**src/rtl/demux16_deserializer_pkg.sv**
```systemverilog
// Shared types and constants for the 16-bit serial-to-parallel deserializer.
// Build option: DEMUX_MSB_FIRST_EN places the first serial bit in word bit 15
// instead of word bit 0.
package demux_pkg;

  localparam int WIDTH = 16;
  localparam int SEL_W = $clog2(WIDTH);

  typedef logic [WIDTH-1:0] word_t;
  typedef logic [SEL_W-1:0] sel_t;

  // Output holding register occupancy; FULL is exactly out_valid=1.
  typedef enum logic {
    EMPTY = 1'b0,
    FULL  = 1'b1
  } out_state_t;

  localparam sel_t SEL_LAST = sel_t'(WIDTH - 1);

  // Map the logical bit count to the physical bit position in the word.
  function automatic sel_t bit_pos(input sel_t idx);
`ifdef DEMUX_MSB_FIRST_EN
    return SEL_LAST - idx;
`else
    return idx;
`endif
  endfunction

endpackage

```
**src/rtl/demux16_deserializer_if.sv**
```systemverilog
// Handshake/data bundle between the serial source / word consumer and the
// deserializer. master = testbench or surrounding logic, slave = deserializer.
interface demux16_deserializer_if;

  logic             in_bit;
  logic             in_valid;
  logic             clear;
  logic             out_ready;
  demux_pkg::word_t out16;
  logic             out_valid;
  demux_pkg::sel_t  sel_idx;
  logic             overrun;

  modport master (
    output in_bit, in_valid, clear, out_ready,
    input  out16, out_valid, sel_idx, overrun
  );

  modport slave (
    input  in_bit, in_valid, clear, out_ready,
    output out16, out_valid, sel_idx, overrun
  );

endinterface

```
**src/rtl/demux16_deserializer_demux1x16.sv**
```systemverilog
// Combinational 1:16 demux: routes the data bit onto the selected output lane
// when enabled; every other lane is 0. With in=1 the result is a one-hot strobe.
module demux1x16
  import demux_pkg::*;
(
  input  sel_t  sel4,
  input  logic  in,
  input  logic  en,
  output word_t out16
);

  // Decode the select into a single active lane carrying the data bit.
  always_comb begin
    // NOTE: every output gets a default before any conditional assignment so
    // no path leaves it unassigned, which would infer a latch.
    out16 = '0;
    for (int i = 0; i < WIDTH; i++) begin
      out16[i] = en & in & (sel4 == sel_t'(i));
    end
  end

endmodule

```
**src/rtl/demux16_deserializer.sv**
```systemverilog
// 16-bit serial-to-parallel deserializer with a one-word output holding
// register and valid/ready handshake. Collection never stalls: the working
// word keeps filling while the holding register waits for the consumer, and a
// word completed while the register is still occupied and not being drained is
// dropped and flagged in the sticky overrun bit.
// Build option: DEMUX_MSB_FIRST_EN (see demux_pkg::bit_pos) reverses placement.
module demux16_deserializer
  import demux_pkg::*;
(
  input  logic                   clk,
  input  logic                   rst,
  demux16_deserializer_if.slave  bus
);

  word_t      work_q, work_d;
  word_t      out_q, out_d;
  sel_t       sel_q, sel_d;
  out_state_t state_q, state_d;
  logic       overrun_q, overrun_d;

  word_t      strobe;
  word_t      work_merged;
  logic       completion;

  demux1x16 u_demux (
    .sel4  (bit_pos(sel_q)),
    .in    (bus.in_bit),
    .en    (bus.in_valid),
    .out16 (strobe)
  );

  // Each position is written once per word and work restarts at zero, so
  // OR-ing in the routed bit is a full write of that position.
  assign work_merged = work_q | strobe;
  assign completion  = bus.in_valid & (sel_q == SEL_LAST);

  // Next-state: bit collection, holding-register occupancy and overrun flag.
  always_comb begin
    work_d    = work_q;
    out_d     = out_q;
    sel_d     = sel_q;
    state_d   = state_q;
    overrun_d = overrun_q;

    if (bus.in_valid) begin
      sel_d  = sel_q + 1'b1;
      work_d = completion ? '0 : work_merged;
    end

    case (state_q)
      EMPTY: begin
        if (completion) begin
          out_d   = work_merged;
          state_d = FULL;
        end
      end
      FULL: begin
        if (completion) begin
          if (bus.out_ready) begin
            out_d = work_merged;
          end else begin
            overrun_d = 1'b1;
          end
        end else if (bus.out_ready) begin
          state_d = EMPTY;
        end
      end
      default: state_d = EMPTY;
    endcase

    // Flush wins over any data/handshake activity on the same edge.
    if (bus.clear) begin
      work_d    = '0;
      out_d     = '0;
      sel_d     = '0;
      state_d   = EMPTY;
      overrun_d = 1'b0;
    end
  end

  // State registers with synchronous reset.
  always_ff @(posedge clk) begin
    // NOTE: sequential state uses non-blocking assignments so every register
    // samples the pre-edge values regardless of statement order.
    if (rst) begin
      work_q    <= '0;
      out_q     <= '0;
      sel_q     <= '0;
      state_q   <= EMPTY;
      overrun_q <= 1'b0;
    end else begin
      work_q    <= work_d;
      out_q     <= out_d;
      sel_q     <= sel_d;
      state_q   <= state_d;
      overrun_q <= overrun_d;
    end
  end

  assign bus.out16     = out_q;
  assign bus.out_valid = (state_q == FULL);
  assign bus.sel_idx   = sel_q;
  assign bus.overrun   = overrun_q;

endmodule
```
**src/flat_wrapper.sv**
```systemverilog
// flat-port wrapper written by rule: the top's interface ports become plain ports
module demux16_deserializer_flat import demux_pkg::*;
  (clk, rst, bus_in_bit, bus_in_valid, bus_clear, bus_out_ready, bus_out16, bus_out_valid, bus_sel_idx, bus_overrun);
  demux16_deserializer_if bus_i ();
  input  logic clk;
  input  logic rst;
  input wire logic [$bits(bus_i.in_bit)-1:0] bus_in_bit;
  input wire logic [$bits(bus_i.in_valid)-1:0] bus_in_valid;
  input wire logic [$bits(bus_i.clear)-1:0] bus_clear;
  input wire logic [$bits(bus_i.out_ready)-1:0] bus_out_ready;
  output wire logic [$bits(bus_i.out16)-1:0] bus_out16;
  output wire logic [$bits(bus_i.out_valid)-1:0] bus_out_valid;
  output wire logic [$bits(bus_i.sel_idx)-1:0] bus_sel_idx;
  output wire logic [$bits(bus_i.overrun)-1:0] bus_overrun;
  assign bus_i.in_bit = bus_in_bit;
  assign bus_i.in_valid = bus_in_valid;
  assign bus_i.clear = bus_clear;
  assign bus_i.out_ready = bus_out_ready;
  assign bus_out16 = bus_i.out16;
  assign bus_out_valid = bus_i.out_valid;
  assign bus_sel_idx = bus_i.sel_idx;
  assign bus_overrun = bus_i.overrun;
  demux16_deserializer u_core (.clk(clk), .rst(rst), .bus(bus_i));
endmodule
```
**config.mk**
```make
export PLATFORM = sky130hd
export DESIGN_NAME = demux16_deserializer_flat
export DESIGN_NICKNAME = d
export VERILOG_FILES = /design/src/rtl/demux16_deserializer_pkg.sv /design/src/rtl/demux16_deserializer_if.sv /design/src/rtl/demux16_deserializer_demux1x16.sv /design/src/rtl/demux16_deserializer.sv /design/src/flat_wrapper.sv
export SDC_FILE = /design/constraint.sdc
export NUM_CORES = 1
export LEC_CHECK = 0
export BUFFER_PORTS_ARGS = -buffer_cell sky130_fd_sc_hd__buf_4
export CAP_MARGIN = 20
export CORE_MARGIN = 4
export CORE_UTILIZATION = 48
export DETAILED_ROUTE_END_ITERATION = 8
export PLACE_DENSITY = 0.8
export REMOVE_ABC_BUFFERS = 1
export SYNTH_ARGS = -nofsm -noshare
export SYNTH_HDL_FRONTEND = slang
export SYNTH_HIERARCHICAL = 1
export SYNTH_SLANG_ARGS = --single-unit
export TNS_END_PERCENT = 20
```
**constraint.sdc**
```tcl
create_clock -name clk -period 1.6 [get_ports clk]
set_clock_uncertainty 0.1 [all_clocks]
set_input_delay 0 -clock clk [delete_from_list [all_inputs] [get_ports clk]]
set_output_delay 0 -clock clk [all_outputs]
set_load 0.02 [all_outputs]
```
==> results.py, run 1 <==
metrics = {
    "power_and_ir_drop": {
        "powerDensity_nw_per_um2": 880,
        "seq_power_share_pct": 57.0,
        "p_int_mw": 1.30,
        "max-vdd-ir-drop_mv": 0.554,
        "switching_share_pct": 21.7,
        "p_leak_nw": 0.692,
        "p_sw_mw": 0.361,
        "p_clk_share_pct": 38.1,
        "p_comb_share_pct": 4.9,
    },
    "job": {
        "cap_viol_max_count": 0,
    },
    "sta": {
        "setup_viol": 0,
        "slew_headroom_pct": 73.4,
        "finalHoldViolations": 0,
        "tightest_slew_ns": 0.399,
        "tns_ns": 0,
        "setup_ws_ns": 0.0827,
        "hold_ws_ns": 0.0164,
        "rsz0062_at_grt": "no",
        "max_freq_mhz": 659,
        "post-route-period-util_pct": 94.8,
        "slew_violations": 0,
        "min_period_ns": 1.52,
    },
    "route": {
        "via_per_inst": 5.29,
        "postRouteAntennaNets": 0,
        "drt_first_pass_iters": 4,
        "drc": 0,
        "num_vias": 1312,
        "drt_wl_total_mm": 3.46,
        "initialDrtViolationCount": 77,
        "routedWlPerCell_um": 14.0,
    },
    "place": {
        "pre_cts_slack_ns": 0.107,
        "gp_congestion": 0.796,
        "io_buffers": 27,
        "place_inst": 239,
        "dp_hpwl_mm": 2.41,
        "place_area_um2": 1790,
    },
    "synth": {
        "syn-cell-area_um2": 1540,
        "synth_cells": 174,
        "yosys.area.top_type": "dfxtp_1",
        "synth-seq-area-share_pct": 49.3,
        "synth_seq_cells": 38,
        "synth_top_area_share_pct": 49.3,
        "ys_types": 23,
        "syn_area_per_cell_um2": 8.87,
        "yosysWarnings": 6,
        "synth_area_leaders": "dfxtp_1, nor2_1, a21oi_1, a211oi_2, a211oi_1",
    },
    "finish": {
        "layout.nets": 210,
        "final_cell_area_um2": 1890,
        "fin_cells": 248,
        "drive_gt1_share_pct": 28.4,
        "antennaDiodeCount": 0,
        "final_common_cell": "nor2_1",
        "fillers": 294,
        "area_growth_pct": 22.6,
        "mostFrequentLayoutCells": "nor2_1, dfxtp_1, buf_4, a21oi_1, a211oi_2",
    },
    "die": {
        "die_w_um": 64.7,
        "initial_core_util_pct": 50.5,
        "die_area_um2": 4180,
        "die_y_um": 64.7,
        "pin_count": 28,
        "core-area_um2": 3050,
        "rows": 20,
    },
    "critical_path": {
        "critPathLaunchType": "flop",
        "crit_type": "reg2reg",
        "crit_path_start": "u_core/bus.sel_idx[0]$_SDFFE_PP0P_",
        "rrSetupSlack_ns": 0.08,
        "cp.arrival_ns": 1.65,
        "reg2reg_depth": 4,
        "r2r-start": "u_core/bus.sel_idx[0]$_SDFFE_PP0P_",
        "worstSetupEndpoint": "u_core/bus.out16[2]$_SDFFE_PP0P_",
        "cp_max_fo": 16,
        "r2r-end": "u_core/bus.out16[2]$_SDFFE_PP0P_",
        "cp.required_ns": 1.73,
        "end_kind": "flop",
    },
    "grt": {
        "grt-ovfl-total": 0,
        "grt_use_total_pct": 18.3,
        "grt_max_degree": 27,
        "grt_pass1_vias": 1321,
        "antenna_found_initial": 0,
        "grt_pass1_wl_mm": 6.00,
    },
    "clocking": {
        "root_buffer": "clkbuf_4",
        "cts_sinks": 38,
        "clockBufferDepth": 2,
        "htree_levels": 2,
        "clkTransAtPathRegs_ns": 0.11,
        "cts_made_buffers": 5,
        "clkLatencyLatePin_ns": 0.35,
        "cts_tree": "built",
    },
    "hold_path": {
        "worst_hold_path_type": "in2reg",
        "hold_start": "bus_clear",
    },
    "status": {
        "status": "finished, final reports clean",
    },
}
## stage by stage
stage | power (mW) | utilization [%]
after global placement | 1.05 | 58.6
after CTS | 1.68 | 61.4
after global routing | 1.73 | 62.0
final | 1.66 | 62.0
after floorplan | 1.00 | -
after detailed placement | 1.05 | 58.6
## cells in the mapped netlist
cell type  number
a21oi_1        33
xor2_1          2
nand4b_1        2
and4_4          1
buf_1           2
and2_4          1
buf_2           5
xnor2_1         1
mux2i_1         1
buf_6           3
nor3_1          4
dfxtp_1        38
clkbuf_1        3
nor2_1         49
o21ba_1         1
nand4bb_1       1
nand4_1         3
a211oi_2       10
ha_1            1
or2_1           1
nand2_1         2
a211oi_1        6
nand2b_1        4
## layout make-up
| class | instances | area (µm²) | area share (%) |
|---|---|---|---|
| Sequential cell | 38 | 762 | 40.3 |
| Multi-Input combinational cell | 123 | 719 | 38.0 |
| Clock buffer | 5 | 37.5 | 1.98 |
| Clock inverter | 3 | 40.0 | 2.12 |
| Tap cell | 44 | 55.1 | 2.91 |
| Timing Repair Buffer | 35 | 278 | 14.7 |
## critical path, stage by stage (launching register included)
cell      delay [ns]
dfxtp_1         0.35
ha_1            0.19
and4_4          0.32
and2_4          0.32
a211oi_1        0.12
## cells by family after synthesis
group / Yosys count / share of synthesized area (%)
simple gates: 68 / 20.1
compound gates: 50 / 22.4
flops: 38 / 49.3
buf+inv: 13 / 5.03
xor+xnor: 3 / 1.70
mux: 1 / 0.649
fa+ha+maj: 1 / 0.811
## state kept, by name, indices dropped and copies added (netlist names)
| signal | flops |
|---|---|
| u_core/bus.sel_idx | 4 |
| u_core/bus.out16 | 16 |
| u_core/work_q | 16 |
| u_core/bus.out_valid | 1 |
| u_core/bus.overrun | 1 |
## layer usage
layer	global-route usage, %	vias to the layer above	wire (µm)
li1	-	660	-
met1	21.9	606	1530
met2	31.6	39	1680
met3	5.89	7	209
met4	4.75	0	36
met5	0	-	0
## how the worst min path moves through the flow
stage	endpoint	slack, ns	depth (start not counted)
after floorplan	u_core/work_q[0]$_SDFFE_PP0P_	0.04	2
after global placement	bus_out_valid	0.33	1
after detailed placement	bus_out_valid	0.34	1
after CTS	u_core/bus.out16[13]$_SDFFE_PP0P_	0.01	4
after global routing	u_core/bus.out16[9]$_SDFFE_PP0P_	0.03	4
final	u_core/bus.out16[13]$_SDFFE_PP0P_	0.02	4
## power groups by stage
stage,Combinational [mW],Sequential [mW],Clock [mW]
2_1_floorplan,0.0274,0.976,0
3_3_place_gp,0.0753,0.971,0
3_5_place_dp,0.0769,0.971,0
4_1_cts,0.0790,0.949,0.647
5_1_grt,0.0890,0.950,0.693
6_report,0.0811,0.949,0.634
## timing repair
item,in CTS,in global routing
setup buffers,0,0
setup endpoints to repair,0,10
endpoints found under the hold margin,14,0
resized for setup,0,4
hold buffers,1,0
No activity file was read; power rests on OpenSTA's default activity.
==> inputs of run 2 (changes only) <==
CORE_UTILIZATION = 58   (was 48)
PLACE_DENSITY = 0.9   (was 0.8)
clock period = 1.95 ns   (was 1.6 ns; I/O delays follow)
==> results.py, run 2 (same netlist as run 1, synthesis figures left out) <==
metrics = {
    "route": {
        "drt_first_pass_iters": 4,
        "drt_wl_total_mm": 3.39,
        "initialDrtViolationCount": 38,
        "num_vias": 1339,
        "drc": 0,
        "postRouteAntennaNets": 0,
        "via_per_inst": 5.80,
        "routedWlPerCell_um": 14.7,
    },
    "grt": {
        "grt_max_degree": 27,
        "grt_pass1_wl_mm": 6.01,
        "grt_pass1_vias": 1322,
        "grt-ovfl-total": 0,
        "grt_use_total_pct": 22.3,
        "antenna_found_initial": 0,
    },
    "finish": {
        "layout.nets": 208,
        "mostFrequentLayoutCells": "nor2_1, dfxtp_1, a21oi_1",
        "antennaDiodeCount": 0,
        "multi_input_area_um2": 704,
        "regArea_um2": 761,
        "final_cell_area_um2": 1800,
        "final_common_cell": "nor2_1",
        "fillers": 208,
        "area_growth_pct": 16.5,
        "drive_gt1_share_pct": 24.4,
    },
    "critical_path": {
        "cp_max_fo": 17,
        "critPathBufInv": 0,
        "cp.arrival_ns": 1.71,
        "end_kind": "flop",
        "cp.required_ns": 2.07,
        "worstPathCellList": "and4_4 > and2_4 > a211oi_1",
        "critPathLaunchType": "flop",
        "crit_path_max_incr_delay_ns": 0.50,
        "slowest_stage": "dfxtp_1",
        "critPathTopFamily": "simple AND/OR/NAND/NOR gates",
        "crit_type": "reg2reg",
    },
    "sta": {
        "max_freq_mhz": 629,
        "finalHoldViolations": 0,
        "hold_ws_ns": 0.115,
        "rsz0062_at_grt": "no",
        "post-route-period-util_pct": 81.6,
        "setup_viol": 0,
        "min_period_ns": 1.59,
        "slew_violations": 0,
        "slew_headroom_pct": 69.3,
        "tightest_slew_ns": 0.460,
        "tns_ns": 0,
    },
    "clocking": {
        "ctsResizeCount": 0,
        "cts_sinks": 38,
        "clkTransAtPathRegs_ns": 0.10,
        "clkLatencyLatePin_ns": 0.34,
        "cts_made_buffers": 5,
        "htree_levels": 2,
        "clockBufferDepth": 2,
        "cts_tree": "built",
        "postCtsSetupBuffers": 0,
        "root_buffer": "clkbuf_4",
        "postCtsHoldBufs": 1,
    },
    "power_and_ir_drop": {
        "p_total_mw": 1.21,
        "max-vdd-ir-drop_mv": 0.571,
        "powerDensity_nw_per_um2": 674,
        "p_leak_nw": 0.647,
    },
    "die": {
        "core-area_um2": 2500,
        "die_area_um2": 3550,
        "pin_count": 28,
        "rows": 18,
        "initial_core_util_pct": 61.7,
        "die_w_um": 59.6,
        "die_y_um": 59.6,
    },
    "status": {
        "status": "finished, final reports clean",
    },
    "place": {
        "dp_hpwl_mm": 2.35,
        "io_buffers": 27,
        "place_area_um2": 1740,
        "gp_congestion": 0.836,
    },
    "hold_path": {
        "worst_hold_path_type": "in2reg",
    },
    "job": {
        "cap_viol_max_count": 0,
    },
}
[run 2: cell types whose count changed in the layout (fill, tap and decap cells not counted), moves of 2 or more]
cell / previous run / this run
clkbuf_1: 0 / 2
clkinv_2: 2 / 0
nor3_1: 2 / 4
nor3_2: 2 / 0
[run 2: path summary, 6_finish.rpt]
kind | slack, ns | startpoint | cells after the start | endpoint
min reg2reg | 0.38 | u_core/work_q[13]$_SDFFE_PP0P_ | 2 | u_core/work_q[13]$_SDFFE_PP0P_
max | 0.36 | u_core/bus.sel_idx[2]$_SDFFE_PP0P_ | 3 | u_core/bus.out16[6]$_SDFFE_PP0P_
max reg2reg | 0.36 | u_core/bus.sel_idx[2]$_SDFFE_PP0P_ | 3 | u_core/bus.out16[6]$_SDFFE_PP0P_
min | 0.12 | bus_in_bit | 5 | u_core/bus.out16[5]$_SDFFE_PP0P_
[run 2: per-stage QoR]
| stage | setup WS, ns | util, % | cells |
|---|---|---|---|
| after global routing | 0.271 | 71.9 | 231 |
| final | 0.359 | 71.9 | 231 |
| after detailed placement | 0.388 | 69.7 | 223 |
| after CTS | 0.374 | 71.9 | 231 |
| after floorplan | 0.181 | - | 161 |
| after global placement | 0.459 | 69.7 | 223 |
[run 2: final cells by class]
class | instances | area share, %
flip-flops and latches | 38 | 42.3
well taps | 30 | 2.09
repair buffers | 33 | 13.9
multi-input cells | 123 | 39.2
clock buffers | 7 | 2.51
[run 2: per-layer routing]
layer  vias up  global-route usage, %  share of wire (%)
met1       645                   26.9                 42
met5         -                      0                  0
li1        652                      -                  -
met3         5                   5.88                7.0
met4         0                   6.96                1.1
met2        37                   38.5                 50
[run 2: power breakdown]
group	internal (mW)	switching [mW]	leakage, nW
registers	0.778	0.00107	0.306
logic	0.0218	0.0387	0.316
clock network	0.136	0.237	0.0254
[run 2: tightest hold or removal path, cell delays in order]
cell      delay (ns)
buf_4           0.13
nand4b_1        0.16
nor2_1          0.08
nor2_1          0.08
a211oi_1        0.07
==> inputs of run 3 (changes only) <==
CORE_UTILIZATION = 54   (was 58)
PLACE_DENSITY = 0.85   (was 0.9)
clock period = 1.65 ns   (was 1.95 ns; I/O delays follow)
==> results.py, run 3 (same netlist as run 1, synthesis figures left out) <==
metrics = {
    "critical_path": {
        "worstPathCellList": "ha_1 > and4_4 > and2_4 > a211oi_1",
        "cp.required_ns": 1.77,
        "slowest_stage": "dfxtp_1",
        "r2r-end": "u_core/bus.out16[4]$_SDFFE_PP0P_",
        "crit_type": "reg2reg",
        "r2r-start": "u_core/bus.sel_idx[0]$_SDFFE_PP0P_",
        "crit_path_max_incr_delay_ns": 0.35,
        "end_kind": "flop",
        "critPathLaunchType": "flop",
        "rrSetupSlack_ns": 0.11,
        "cp_max_fo": 16,
        "cp.arrival_ns": 1.65,
        "reg2reg_depth": 4,
    },
    "sta": {
        "setup_viol": 0,
        "tightest_slew_ns": 0.533,
        "slew_headroom_pct": 64.5,
        "max_freq_mhz": 650,
        "setup_ws_ns": 0.112,
        "rsz0062_at_grt": "no",
        "post-route-period-util_pct": 93.2,
        "finalHoldViolations": 0,
        "min_period_ns": 1.54,
        "slew_violations": 0,
    },
    "power_and_ir_drop": {
        "p_comb_share_pct": 4.9,
        "p_int_mw": 1.15,
        "seq_power_share_pct": 61.1,
        "p_clk_share_pct": 34.0,
        "p_leak_nw": 0.670,
        "powerDensity_nw_per_um2": 817,
        "switching_share_pct": 23.5,
        "p_sw_mw": 0.354,
        "max-vdd-ir-drop_mv": 0.900,
    },
    "finish": {
        "mostFrequentLayoutCells": "nor2_1, dfxtp_1, buf_4",
        "antennaDiodeCount": 0,
        "drive_gt1_share_pct": 26.3,
        "area_growth_pct": 19.5,
        "multi_input_area_um2": 704,
        "fillers": 213,
        "fin_cells": 236,
        "regArea_um2": 761,
        "layout.nets": 211,
        "final_common_cell": "nor2_1",
    },
    "hold_path": {
        "holdPathEnd": "u_core/work_q[14]$_SDFFE_PP0P_",
        "hold_start": "bus_in_bit",
        "hold_depth": 5,
        "worst_hold_path_type": "in2reg",
    },
    "place": {
        "io_buffers": 27,
        "place_inst": 226,
        "gp_congestion": 0.842,
        "dp_hpwl_mm": 2.39,
        "pre_cts_slack_ns": 0.138,
    },
    "clocking": {
        "cts_tree": "built",
        "htree_levels": 2,
        "clockBufferDepth": 2,
        "cts_sinks": 38,
        "root_buffer": "clkbuf_4",
        "clkLatencyLatePin_ns": 0.35,
        "ctsResizeCount": 0,
        "postCtsSetupBuffers": 0,
        "clkTransAtPathRegs_ns": 0.11,
        "cts_made_buffers": 5,
    },
    "grt": {
        "grt_pass1_wl_mm": 5.57,
        "antenna_found_initial": 0,
        "grt_pass1_vias": 1274,
        "grt-ovfl-total": 0,
        "grt_max_degree": 27,
        "grt_use_total_pct": 20.3,
    },
    "die": {
        "die_area_um2": 3780,
        "pin_count": 28,
        "core-area_um2": 2730,
        "rows": 19,
        "die_y_um": 61.5,
        "die_w_um": 61.5,
        "initial_core_util_pct": 56.4,
    },
    "route": {
        "drc": 0,
        "drt_wl_total_mm": 3.40,
        "routedWlPerCell_um": 14.4,
        "via_per_inst": 5.64,
        "initialDrtViolationCount": 48,
        "drt_first_pass_iters": 4,
        "postRouteAntennaNets": 0,
        "num_vias": 1330,
    },
    "job": {
        "cap_viol_max_count": 0,
    },
    "status": {
        "status": "finished, final reports clean",
    },
}
-- run 3: changes by cell type in the layout (fill, tap and decap cells not counted) --
| cell | before | now |
|---|---|---|
| buf_4 | 32 | 34 |
| clkbuf_1 | 2 | 0 |
| clkbuf_8 | 0 | 1 |
| clkinv_2 | 0 | 1 |
| clkinvlp_4 | 0 | 1 |
| dlygate4sd3_1 | 1 | 2 |
-- run 3: repair_timing --
action / CTS / global route
setup endpoints to repair: 0 / 0
hold buffers: 2 / 0
endpoints found under the hold margin: 18 / 0
-- run 3: power groups by stage --
| stage | combinational [mW] | sequential [mW] | clock [mW] |
|---|---|---|---|
| floorplan | 0.0265 | 0.946 | 0 |
| detailed placement | 0.0687 | 0.942 | 0 |
| finish | 0.0731 | 0.921 | 0.512 |
| global placement | 0.0675 | 0.941 | 0 |
| CTS | 0.0727 | 0.921 | 0.527 |
| global route | 0.0787 | 0.922 | 0.579 |
-- run 3: area by class of cell --
cell class | count | share of cell area (%)
Clock buffer | 6 | 2.78
Clock inverter | 2 | 0.679
Multi-Input combinational cell | 123 | 38.2
Sequential cell | 38 | 41.3
Tap cell | 31 | 2.10
Timing Repair Buffer | 36 | 14.9
-- run 3: critical path: cells and delay by family (launching register included) --
kind | cells | cell delay (ns)
simple gates | 2 | 0.64
flops | 1 | 0.35
fa+ha+maj | 1 | 0.20
compound gates | 1 | 0.11
-- run 3: per-stage QoR --
stage	hold WS [ns]	setup TNS [ns]	total power [mW]	cell area, µm²	util, %
final	0.120	0	1.51	1840	67.4
after global placement	0.336	0	1.01	1760	64.3
after global routing	0.133	0	1.58	1840	67.4
after detailed placement	0.338	0	1.01	1760	64.3
after floorplan	0.0376	-1.82	0.973	1470	-
after CTS	0.101	0	1.52	1840	67.4
-- run 3: routing by layer --
layer / track usage, % / routed length (µm) / part of all wire (%) / up-vias
met5: 0 / 0 / 0 / -
met4: 6.97 / 61 / 1.8 / 0
met3: 7.34 / 197 / 5.8 / 8
met2: 36.4 / 1720 / 51 / 36
met1: 22.0 / 1420 / 42 / 628
li1: - / - / - / 658
-- run 3: how the worst max path moves through the flow --
stage                                                  start                          endpoint  slack [ns]  cells past startpoint
after CTS                 u_core/bus.sel_idx[0]$_SDFFE_PP0P_  u_core/bus.out16[1]$_SDFFE_PP0P_        0.12                      5
after global routing      u_core/bus.sel_idx[0]$_SDFFE_PP0P_  u_core/bus.out16[1]$_SDFFE_PP0P_       0.006                      5
after detailed placement  u_core/bus.sel_idx[0]$_SDFFE_PP0P_  u_core/bus.out16[1]$_SDFFE_PP0P_        0.14                      4
after global placement    u_core/bus.sel_idx[0]$_SDFFE_PP0P_  u_core/bus.out16[4]$_SDFFE_PP0P_        0.19                      4
final                     u_core/bus.sel_idx[0]$_SDFFE_PP0P_  u_core/bus.out16[4]$_SDFFE_PP0P_        0.11                      4
after floorplan           u_core/bus.sel_idx[0]$_SDFFE_PP0P_  u_core/bus.out16[1]$_SDFFE_PP0P_       -0.12                      4
